<file path="src/rtl/debounce_pkg.sv">
// Shared definitions for tick-based input debouncers: FSM state encoding,
// a constant clog2 helper and the default tick period of the upstream counter.
package debounce_pkg;

  typedef enum logic {
    IDLE  = 1'b0,
    CHECK = 1'b1
  } state_t;

  // Upstream 16-bit counter compares against 25, so it strobes every 26 clocks.
  localparam int TICK_PERIOD = 26;

  // Ceiling log2 for sizing counters; never returns less than 1 bit.
  function automatic int clog2(input int value);
    int r;
    r = 0;
    for (int v = value - 1; v > 0; v = v >> 1) begin
      r = r + 1;
    end
    if (r < 1) begin
      r = 1;
    end
    return r;
  endfunction

endpackage

</file>
<file path="src/rtl/sync_ff.sv">
// Multi-flop synchroniser for a single asynchronous input. The output is the
// input delayed by STAGES clock edges; all flops clear on reset.
module sync_ff #(
  parameter int STAGES = 2
) (
  input  logic clk,
  input  logic rst,
  input  logic i_d,
  output logic o_q
);

  logic [STAGES-1:0] r_sh;

  // Shift the raw input through the synchroniser chain.
  always_ff @(posedge clk or posedge rst) begin
    if (rst) begin
      r_sh <= '0;
    end else begin
      r_sh <= {r_sh[STAGES-2:0], i_d};
    end
  end

  assign o_q = r_sh[STAGES-1];

endmodule

</file>
<file path="src/rtl/tick_debouncer.sv">
// Debounces one asynchronous input using an external sample tick. A new level
// is committed only after the synchronised input has differed from the output
// for STABLE_TICKS consecutive ticks; rise/fall pulse on the commit cycle.
module tick_debouncer
  import debounce_pkg::*;
#(
  parameter int SYNC_STAGES  = 2,
  parameter int STABLE_TICKS = 4
) (
  input  logic clk,
  input  logic rst,
  input  logic tick,
  input  logic din,
  output logic dout,
  output logic rise,
  output logic fall,
  output logic busy
);

  localparam int               CNT_W    = clog2(STABLE_TICKS + 1);
  localparam logic [CNT_W-1:0] CNT_LAST = CNT_W'(STABLE_TICKS - 1);
  localparam logic [CNT_W-1:0] CNT_ONE  = CNT_W'(1);

  logic             w_s;
  logic             w_m;
  state_t           r_state;
  logic [CNT_W-1:0] r_cnt;
  logic             r_dout;
  logic             r_rise;
  logic             r_fall;
  logic             r_busy;

  sync_ff #(
    .STAGES(SYNC_STAGES)
  ) u_sync (
    .clk(clk),
    .rst(rst),
    .i_d(din),
    .o_q(w_s)
  );

  // A mismatch means the synchronised input disagrees with the committed level.
  assign w_m = w_s ^ r_dout;

  // Qualification FSM with tick counter and registered level/pulse/busy outputs.
  always_ff @(posedge clk or posedge rst) begin
    if (rst) begin
      r_state <= IDLE;
      r_cnt   <= '0;
      r_dout  <= 1'b0;
      r_rise  <= 1'b0;
      r_fall  <= 1'b0;
      r_busy  <= 1'b0;
    end else begin
      r_rise <= 1'b0;
      r_fall <= 1'b0;
      case (r_state)
        IDLE: begin
          if (!w_m) begin
            r_cnt  <= '0;
            r_busy <= 1'b0;
          end else if (tick && (STABLE_TICKS == 1)) begin
            // Single-tick qualification commits straight from IDLE.
            r_dout <= ~r_dout;
            r_rise <= ~r_dout;
            r_fall <= r_dout;
            r_cnt  <= '0;
            r_busy <= 1'b0;
          end else begin
            r_state <= CHECK;
            r_busy  <= 1'b1;
            r_cnt   <= tick ? CNT_ONE : '0;
          end
        end
        CHECK: begin
          if (!w_m) begin
            // Input fell back to the current level: abandon, even on a tick.
            r_state <= IDLE;
            r_cnt   <= '0;
            r_busy  <= 1'b0;
          end else if (tick) begin
            if (r_cnt == CNT_LAST) begin
              r_dout  <= ~r_dout;
              r_rise  <= ~r_dout;
              r_fall  <= r_dout;
              r_state <= IDLE;
              r_cnt   <= '0;
              r_busy  <= 1'b0;
            end else begin
              r_cnt <= r_cnt + CNT_ONE;
            end
          end else begin
            r_cnt <= r_cnt;
          end
        end
        default: begin
          r_state <= IDLE;
          r_cnt   <= '0;
          r_busy  <= 1'b0;
        end
      endcase
    end
  end

  assign dout = r_dout;
  assign rise = r_rise;
  assign fall = r_fall;
  assign busy = r_busy;

endmodule

</file>
<file path="config.mk">
export PLATFORM = sky130hd
export DESIGN_NAME = tick_debouncer
export DESIGN_NICKNAME = d
export VERILOG_FILES = /design/src/rtl/debounce_pkg.sv /design/src/rtl/sync_ff.sv /design/src/rtl/tick_debouncer.sv
export SDC_FILE = /design/constraint.sdc
export NUM_CORES = 1
export LEC_CHECK = 0
export BUFFER_PORTS_ARGS = -buffer_cell sky130_fd_sc_hd__buf_2
export CAP_MARGIN = 15
export CORE_AREA = 5 5 42 44
export CTS_CLUSTER_SIZE = 20
export DETAILED_ROUTE_END_ITERATION = 10
export DIE_AREA = 0 0 47 49
export SETUP_SLACK_MARGIN = 0.4
export SLEW_MARGIN = 20
export SYNTH_ARGS = -nofsm -noshare
export SYNTH_HDL_FRONTEND = slang
export SYNTH_SLANG_ARGS = --single-unit
</file>
<file path="constraint.sdc">
create_clock -name clk -period 2.05 [get_ports clk]
set_input_delay 0.205 -clock clk [delete_from_list [all_inputs] [get_ports clk]]
set_output_delay 0.205 -clock clk [all_outputs]
set_load 0.1 [all_outputs]
</file>
==> impl_metrics.ini <==
[synth]
yosysTopAreaCell = dfrtp_1
yosysSeqAreaShare = 0.641
synth_compound_gate_area_share = 0.0513
syn-num-nets = 35
muxShareOfSynthArea = 0.0545
yosys.area_share.simple = 0.179
ys_seq_elements = 10
synth.avg_cell_area_um2 = 13.0
synthAdderAreaFrac = 0.0321
synth_most_common_cell = dfrtp_1
ys_types = 16
synthTopCellsByArea = dfrtp_1, nand4b_2, nor3b_1
synthArstFlopShare = 1.00
synth_top_family_by_area = simple AND/OR/NAND/NOR gates
ys_warn_count = 0
synth_ff_type = dfrtp_1
synth_edf_count = 0
synth_top_area_share = 0.641
synth_xor_area_frac = 0.0224
synthCells = 30
synthesis.area_um2 = 390
synthTopCellsByCount = dfrtp_1, nand2_1, inv_1, nor2_1, nor3b_1

[setup_path]
worst_setup_path_end_kind = primary output
crit_path_cell_trace = buf_2
setup.worst_path.class = register to primary output
cp_top_family = buffers and inverters
cp_num_buf_inv = 1
critPathArrivalTime_ns = 1.12
startpoint = dout$_DFFE_PP0P_
cp.required_ns = 1.85
startpoint_type = register
r2r_start = r_cnt[0]$_DFFE_PP0P_
worstPathMaxFanout = 5
slowest_stage = buf_2
slowest_delay_ns = 0.45

[pwr]
ir_drop_mv = 0.408
p_clk_frac = 0.359
swShare = 0.292
leakagePower_nw = 0.265
power.density_nw_per_um2 = 978
seq_power_share = 0.466
p_comb_frac = 0.175
p_switching_mw = 0.141
p_int_mw = 0.340

[layout]
n_antenna_cell = 0
fin_nets = 48
fin_area_um2 = 492
drive_gt1_frac = 0.286
fin_cells = 58
fin_util = 0.351
syn_to_final_growth_pct = 26.0

[place]
dp_hpwl_um = 437
port_buffers = 7
dp.cells = 53
dpl_cell_area_um2 = 445
gp_congestion = 0.656

[global_route]
antenna_found_initial = 0
grtUsageTotal = 0.0708
grt_pass1_vias = 257
grt_max_degree = 11
grt_pass1_wl_um = 1080
overflow = 0

[floorplan]
fp.coreArea_um2 = 1400
io-pin-count = 8
die_h_um = 49
start_util = 0.279
die_x_um = 47
dieArea_um2 = 2300
rows = 14

[detailed_routing]
vias_per_cell = 4.19
drc = 0
via_count = 243
first_pass_iters = 1
post_drt_wl_per_cell_um = 10.4
ant_nets = 0
drt_iter0_markers = 0
wirelength_um = 602

[min_path]
hp-class = input port to register
hold_start = din

[timing]
hold_slack_ns = 0.0453
period_share = 0.647
setup_tns_ns = 0
slew_violations = 0
grt_setup_unrepaired = no
setup_violations = 0
layout_min_cycle_time_ns = 1.33
fmax_mhz = 754
worst_pin_slew_ns = 0.490
clock_skew_ns = 0.00116
max_slew_margin = 0.675
hold_viol = 0

[outcome]
run_status = completed

[cts]
root_buffer = clkbuf_4
path_clk_slew_ns = 0.06
clock_latency_ns = 0.26
cts_tree = built
post_cts_buffers = 0
numCtsBuffers = 3
h-tree-depth = 1
cts_buffer_depth = 2
cts_sinks = 10

[job]
maxCapViolations = 0
==> power by group through the flow <==
| stage | clock network (mW) | registers [mW] | logic (mW) |
|---|---|---|---|
| after floorplan | 0 | 0.270 | 0.0241 |
| after global placement | 0 | 0.227 | 0.0840 |
| after detailed placement | 0 | 0.228 | 0.0838 |
| after CTS | 0.179 | 0.224 | 0.0854 |
| after global routing | 0.189 | 0.227 | 0.0909 |
| final | 0.173 | 0.224 | 0.0842 |
==> metal layers <==
metal	vias up	routed length [µm]	part of all wire	global-route usage
met1	103	293	0.49	0.0831
met3	4	54	0.090	0.0332
met4	0	36	0.060	0.0829
met2	9	217	0.36	0.0814
li1	127	-	-	-
met5	-	0	0	0
==> layout by cell type, fill, tap and decap left out <==
cell | netlist | routed
clkbuf_8 | 0 | 1
and2_1 | 1 | 1
nand4b_2 | 1 | 1
nor3b_1 | 2 | 2
o211ai_1 | 1 | 1
nor2_1 | 2 | 2
mux2i_1 | 1 | 1
nor2b_1 | 1 | 1
dfrtp_1 | 10 | 10
and3b_1 | 1 | 1
mux2_1 | 1 | 1
nand2_1 | 3 | 3
clkbuf_4 | 0 | 3
xor2_1 | 1 | 1
a21oi_1 | 1 | 1
a21boi_1 | 1 | 1
ha_1 | 1 | 1
inv_1 | 2 | 2
dlygate4sd3_1 | 0 | 1
buf_2 | 0 | 7
==> cells by family after synthesis <==
kind of cell | after synthesis
xor+xnor | 1
simple gates | 11
buf+inv | 2
compound gates | 3
mux | 2
flops | 10
fa+ha+maj | 1
==> flip-flops by register name (all words and copies together) (netlist names) <==
name,count
busy,1
dout,1
fall,1
r_cnt,3
r_state,1
rise,1
u_sync.r_sh,2
==> what timing repair did <==
| action | 4_1_cts | 5_1_grt |
|---|---|---|
| hold buffers | 1 | 0 |
| endpoints found under the hold margin | 10 | 0 |
| resized for setup | 0 | 0 |
==> through the flow <==
step                      setup slack, ns  power [mW]
final                               0.724       0.481
after detailed placement            0.836       0.312
after floorplan                     0.495       0.294
after global placement              0.866       0.311
after CTS                           0.711       0.489
after global routing                0.664       0.507
==> final timing paths <==
kind                                                  to  slack (ns)  depth (start not counted)
worst min register to register  u_sync.r_sh[1]$_DFF_PP0_        0.36                          0
min in group asynchronous               dout$_DFFE_PP0P_        0.45                          3
worst max register to register          dout$_DFFE_PP0P_        0.84                          3
max in group asynchronous           r_cnt[1]$_DFFE_PP0P_        1.33                          3
worst max-delay path                                dout        0.72                          1
worst min-delay path            u_sync.r_sh[0]$_DFF_PP0_        0.05                          1
==> final cells by class <==
type / instances / area, µm²
fillers: 152 / 910
repair buffers: 8 / 45.0
clock buffers: 4 / 36.3
flip-flops and latches: 10 / 250
multi-input cells: 18 / 133
well taps: 16 / 20.0
inverters: 2 / 7.51
Note: power is estimated with default switching activity, not from simulation.
